$ cat src/rtl/key_event_if.sv
// Key event bus: debounced key level in, event strobes, held level and press count out.
// The key_event block connects through the slave modport; its driver uses master.
interface key_event_if;
    logic       key_db;
    logic       press_p;
    logic       release_p;
    logic       long_p;
    logic       repeat_p;
    logic       held;
    logic [7:0] press_cnt;

    modport master (
        output key_db,
        input  press_p,
        input  release_p,
        input  long_p,
        input  repeat_p,
        input  held,
        input  press_cnt
    );

    modport slave (
        input  key_db,
        output press_p,
        output release_p,
        output long_p,
        output repeat_p,
        output held,
        output press_cnt
    );
endinterface

$ cat src/rtl/key_event.sv
// Turns a debounced key level into press/release/long/auto-repeat strobes, a held level and a press count.
// Optional auto-repeat is compiled in when KEY_EVENT_REPEAT_EN is defined.
module key_event #(
    parameter bit          ACTIVE_LOW    = 1'b1,
    parameter int unsigned LONG_CYCLES   = 20_000_000,
    parameter int unsigned REPEAT_CYCLES = 4_000_000,
    parameter int unsigned CNT_W         = 25
) (
    input  logic        clk,
    input  logic        n_rst,
    key_event_if.slave  ev
);

    typedef enum logic [1:0] {
        ST_ARM,
        ST_IDLE,
        ST_HELD,
        ST_LONG
    } state_t;

    localparam logic [CNT_W-1:0] LONG_LAST = CNT_W'(LONG_CYCLES - 1);
    localparam logic [CNT_W-1:0] CNT_ONE   = CNT_W'(1);

    state_t           state_q, state_d;
    logic [CNT_W-1:0] cnt_q, cnt_d;
    logic             prev_q;
    logic             press_q, press_d;
    logic             release_q, release_d;
    logic             long_q, long_d;
    logic             held_q, held_d;
    logic [7:0]       press_cnt_q, press_cnt_d;
    logic             lvl;

`ifdef KEY_EVENT_REPEAT_EN
    localparam logic [CNT_W-1:0] REPEAT_LAST = CNT_W'(REPEAT_CYCLES - 1);
    logic repeat_q, repeat_d;
`else
    logic unused_repeat_cycles;
    assign unused_repeat_cycles = (REPEAT_CYCLES == 0);
`endif

    // Normalised level: 1 means the key is pressed regardless of board polarity.
    assign lvl = ev.key_db ^ ACTIVE_LOW;

    always_ff @(posedge clk or negedge n_rst) begin
        if (!n_rst) begin
            state_q     <= ST_ARM;
            cnt_q       <= '0;
            prev_q      <= 1'b0;
            press_q     <= 1'b0;
            release_q   <= 1'b0;
            long_q      <= 1'b0;
            held_q      <= 1'b0;
            press_cnt_q <= 8'd0;
`ifdef KEY_EVENT_REPEAT_EN
            repeat_q    <= 1'b0;
`endif
        end else begin
            state_q     <= state_d;
            cnt_q       <= cnt_d;
            prev_q      <= lvl;
            press_q     <= press_d;
            release_q   <= release_d;
            long_q      <= long_d;
            held_q      <= held_d;
            press_cnt_q <= press_cnt_d;
`ifdef KEY_EVENT_REPEAT_EN
            repeat_q    <= repeat_d;
`endif
        end
    end

    always_comb begin
        state_d     = state_q;
        cnt_d       = cnt_q;
        press_d     = 1'b0;
        release_d   = 1'b0;
        long_d      = 1'b0;
        held_d      = 1'b0;
        press_cnt_d = press_cnt_q;
`ifdef KEY_EVENT_REPEAT_EN
        repeat_d    = 1'b0;
`endif
        unique case (state_q)
            // Wait for a released sample so a key held through reset is not reported.
            ST_ARM: begin
                if (!lvl) begin
                    state_d = ST_IDLE;
                end
            end
            ST_IDLE: begin
                if (lvl && !prev_q) begin
                    press_d     = 1'b1;
                    held_d      = 1'b1;
                    cnt_d       = '0;
                    press_cnt_d = press_cnt_q + 8'd1;
                    state_d     = ST_HELD;
                end
            end
            ST_HELD: begin
                if (!lvl) begin
                    release_d = 1'b1;
                    state_d   = ST_IDLE;
                end else begin
                    held_d = 1'b1;
                    if (cnt_q == LONG_LAST) begin
                        long_d  = 1'b1;
                        cnt_d   = '0;
                        state_d = ST_LONG;
                    end else begin
                        cnt_d = cnt_q + CNT_ONE;
                    end
                end
            end
            ST_LONG: begin
                if (!lvl) begin
                    release_d = 1'b1;
                    state_d   = ST_IDLE;
                end else begin
                    held_d = 1'b1;
`ifdef KEY_EVENT_REPEAT_EN
                    if (cnt_q == REPEAT_LAST) begin
                        repeat_d = 1'b1;
                        cnt_d    = '0;
                    end else begin
                        cnt_d = cnt_q + CNT_ONE;
                    end
`endif
                end
            end
            default: begin
                state_d = ST_ARM;
            end
        endcase
    end

    assign ev.press_p   = press_q;
    assign ev.release_p = release_q;
    assign ev.long_p    = long_q;
    assign ev.held      = held_q;
    assign ev.press_cnt = press_cnt_q;
`ifdef KEY_EVENT_REPEAT_EN
    assign ev.repeat_p  = repeat_q;
`else
    assign ev.repeat_p  = 1'b0;
`endif

endmodule

$ cat src/flat_wrapper.sv
// flat-port wrapper written by rule: the top's interface ports become plain ports
module key_event_flat 
#(
    parameter bit          ACTIVE_LOW    = 1'b1,
    parameter int unsigned LONG_CYCLES   = 20_000_000,
    parameter int unsigned REPEAT_CYCLES = 4_000_000,
    parameter int unsigned CNT_W         = 25
)
  (clk, n_rst, ev_key_db, ev_press_p, ev_release_p, ev_long_p, ev_repeat_p, ev_held, ev_press_cnt);
  key_event_if ev_i ();
  input  logic clk;
  input  logic n_rst;
  input wire logic [$bits(ev_i.key_db)-1:0] ev_key_db;
  output wire logic [$bits(ev_i.press_p)-1:0] ev_press_p;
  output wire logic [$bits(ev_i.release_p)-1:0] ev_release_p;
  output wire logic [$bits(ev_i.long_p)-1:0] ev_long_p;
  output wire logic [$bits(ev_i.repeat_p)-1:0] ev_repeat_p;
  output wire logic [$bits(ev_i.held)-1:0] ev_held;
  output wire logic [$bits(ev_i.press_cnt)-1:0] ev_press_cnt;
  assign ev_i.key_db = ev_key_db;
  assign ev_press_p = ev_i.press_p;
  assign ev_release_p = ev_i.release_p;
  assign ev_long_p = ev_i.long_p;
  assign ev_repeat_p = ev_i.repeat_p;
  assign ev_held = ev_i.held;
  assign ev_press_cnt = ev_i.press_cnt;
  key_event #(.ACTIVE_LOW(ACTIVE_LOW), .LONG_CYCLES(LONG_CYCLES), .REPEAT_CYCLES(REPEAT_CYCLES), .CNT_W(CNT_W)) u_core (.clk(clk), .n_rst(n_rst), .ev(ev_i));
endmodule
$ cat config.mk
export PLATFORM = sky130hd
export DESIGN_NAME = key_event_flat
export DESIGN_NICKNAME = d
export VERILOG_FILES = /design/src/rtl/key_event_if.sv /design/src/rtl/key_event.sv /design/src/flat_wrapper.sv
export SDC_FILE = /design/constraint.sdc
export NUM_CORES = 1
export LEC_CHECK = 0
export ABC_AREA = 1
export BUFFER_PORTS_ARGS = -buffer_cell sky130_fd_sc_hd__buf_4
export CAP_MARGIN = 20
export CORE_MARGIN = 5
export CORE_UTILIZATION = 54
export DETAILED_ROUTE_END_ITERATION = 7
export PLACE_DENSITY = 0.75
export REMOVE_ABC_BUFFERS = 1
export SLEW_MARGIN = 25
export SYNTH_ARGS = -nofsm -noshare
export SYNTH_HDL_FRONTEND = slang
export SYNTH_SLANG_ARGS = --single-unit
$ cat constraint.sdc
create_clock -name clk -period 1.8 [get_ports clk]
set_input_delay 0.36 -clock clk [delete_from_list [all_inputs] [get_ports clk]]
set_output_delay 0.36 -clock clk [all_outputs]
set_load 0.03 [all_outputs]
==> results.json <==
{
  "place_area_sq_mm": 0.00256,
  "r2r-end": "u_core.cnt_q[15]",
  "max_freq_ghz": 0.607,
  "clkTransAtPathRegs_ns": 0.08,
  "syn_avg_cell_area_sq_um": 7.52,
  "cts_buffers": 5,
  "async_flop_share_pct": 100,
  "crit_fanout": 6,
  "slew_violations": 0,
  "synth_ff_type": "dfrtp_1",
  "antenna_found_initial": 0,
  "post_drt_wl_per_cell_um": 13.2,
  "gp_congestion": 0.950,
  "cts_tree": "done",
  "drv_cap": 0,
  "hpwl_um": 3960,
  "cts_hold_buf": 0,
  "io_pins": 16,
  "drt_wl_total_um": 5180,
  "fin_area_sq_mm": 0.00269,
  "die_area_sq_mm": 0.00575,
  "io_buffers": 14,
  "synth_edf_count": 0,
  "hold_viol_final": 0,
  "reg2regPathDepth": 10,
  "ff2ff_setup_slack_ns": 0.15,
  "yosysWarnings": 0,
  "worstPathArrival_ns": 1.83,
  "grt.overflow.total": 0,
  "period_minus_slack_ns": 1.65,
  "drtPass1Iterations": 4,
  "fp.dieW_um": 75.8,
  "synth_area_leaders": "dfrtp_1 43%, nand2_1 15%, nor2_1 9.1%, nand3_1 4.9%, inv_1 4.3%",
  "area_delta_synth_final_pct": 14.8,
  "rows": 24,
  "drc": 0,
  "initial_utilization_pct": 54.8,
  "synth_seq_cells": 40,
  "drtAntennaViolNets": 0,
  "yosysMostFrequentCell": "nand2_1",
  "power_density_mw_per_mm2": 1110,
  "ir_worst_vdd_mv": 0.536,
  "fp.coreArea_sq_mm": 0.00426,
  "drive_above_1_share_pct": 15.0,
  "cts_max_level": 2,
  "rsz0062_at_grt": "false",
  "grt_pass1_vias": 2027,
  "drtIter0Drc": 90,
  "grt_max_degree": 41,
  "worstHoldPathType": "input pin to asynchronous set/reset pin",
  "grtUsageTotal_pct": 20.1,
  "skew_ns": 0.0114,
  "synth_common_cells": "93 x nand2_1, 57 x nor2_1, 40 x dfrtp_1",
  "outcome": "completed",
  "fin_nets": 348,
  "grt_pass1_wl_um": 8830,
  "clkLatencyLatePin_ns": 0.30,
  "n_antenna_cell": 0,
  "cp-start-kind": "register",
  "via_count": 2055,
  "syn_inst": 311,
  "final_util_pct": 63.0,
  "netlist_area_sq_mm": 0.00234,
  "n_fill_cell": 395,
  "synth_top_area_share_pct": 42.8,
  "root_buffer": "clkbuf_8",
  "crit_type": "register to register",
  "clock_sinks": 40,
  "synth_cell_types": 27,
  "synth_top_area_cell": "dfrtp_1",
  "cts-root-to-sink-buffers": 2,
  "die_h_um": 75.8,
  "vias_per_cell": 5.24,
  "worstPathRequired_ns": 1.98,
  "post-route-period-util_pct": 91.6,
  "setup_viol": 0,
  "rr_startpoint": "u_core.state_q[1]",
  "critPathCaptureType": "register",
  "holdWs_ns": 0.0261,
  "synth-seq-area-share_pct": 42.8,
  "leakage_nw": 1.24
}
-- cells in the final DEF, fill, tap and decap left out --
cell type / instances
nand2_2: 3
nor3_1: 6
xor2_1: 10
a31o_2: 1
o21ai_2: 1
buf_12: 1
ha_2: 1
a21oi_1: 1
o31ai_1: 1
nor3b_1: 1
nand2_1: 92
dfrtp_1: 40
o21bai_1: 1
xnor2_1: 6
o21ai_1: 1
buf_4: 25
inv_2: 2
conb_1: 1
o21ai_0: 8
a21boi_0: 1
nor2_1: 56
buf_6: 1
nor2_4: 3
clkinv_2: 2
nor3_4: 1
nand3_2: 1
o21a_1: 1
inv_1: 25
nand4_1: 10
clkbuf_8: 5
a21o_1: 1
a21oi_4: 1
ha_4: 1
nand3_1: 23
ha_1: 4
clkinv_4: 1
nor2_2: 1
-- worst max-delay path, cell delays in order, from the launching register on --
cell	delay [ns]
dfrtp_1	0.44
inv_2	0.08
ha_2	0.18
inv_1	0.06
o21ai_2	0.15
nand2_2	0.10
inv_1	0.09
buf_4	0.15
nand2_1	0.08
xor2_1	0.14
nor2_1	0.05
-- metal layers --
layer	share of wire, %	vias up	wire (um)	GRT usage [%]
met5	0	-	0	0
met3	4.3	10	222	3.17
met2	49	49	2560	34.8
li1	-	1045	-	-
met4	1.7	0	86	6.60
met1	45	951	2310	25.5
-- sequential cells by signal (all words and copies together), names as in the netlist --
name	flops
u_core.ev.press_cnt	8
u_core.prev_q	1
u_core.state_q	2
u_core.ev.release_p	1
u_core.ev.long_p	1
u_core.ev.press_p	1
u_core.cnt_q	25
u_core.ev.held	1
-- timing repair --
item | CTS | global route
setup endpoints to repair | 0 | 24
resized for setup | 0 | 11
buffers inserted | 0 | 1
-- worst max-delay path by stage --
stage,startpoint,end,cells after the start,slack [ns]
floorplan,u_core.state_q[0],u_core.cnt_q[2],9,-0.36
global placement,u_core.state_q[0],u_core.cnt_q[11],9,0.10
detailed placement,u_core.state_q[0],u_core.cnt_q[11],10,0.02
CTS,u_core.state_q[0],u_core.cnt_q[11],11,0.01
global route,u_core.state_q[1],u_core.cnt_q[14],10,0.01
finish,u_core.state_q[1],u_core.cnt_q[15],10,0.15
-- stage by stage --
stage	total power [mW]	instances	worst slack, ns	TNS, ns
after floorplan	1.77	305	-0.358	-4.56
after global placement	2.30	383	0.101	0
after detailed placement	2.32	383	0.0246	0
after CTS	2.92	391	0.0105	0
after global routing	3.17	392	0.0107	0
final	2.98	392	0.152	0
-- layout make-up --
| type | count | area [sq um] | area share (%) |
|---|---|---|---|
| timing repair buffer | 27 | 219 | 8.15 |
| tap | 52 | 65.1 | 2.42 |
| sequential | 40 | 1000 | 37.3 |
| inverter | 27 | 101 | 3.77 |
| clock inverter | 3 | 18.8 | 0.699 |
| clock buffer | 5 | 68.8 | 2.56 |
| multi-input combinational | 238 | 1210 | 45.1 |
-- kinds of logic after synthesis --
| family | count (synthesis) | share of synthesized area, % |
|---|---|---|
| flip-flops | 40 | 42.8 |
| XOR/XNOR | 16 | 5.99 |
| adder cells (fa/ha/maj) | 6 | 3.21 |
| other | 1 | 0.160 |
| buffers and inverters | 33 | 6.42 |
| AO/OA/AOI/OAI | 18 | 5.03 |
| AND/OR/NAND/NOR | 197 | 36.4 |
-- where the power goes --
group	switching (mW)	total [mW]	internal, mW
logic	0.753	1.25	0.500
clock network	0.334	0.605	0.270
registers	0.115	1.13	1.01
(Power assumes the default switching activity.)
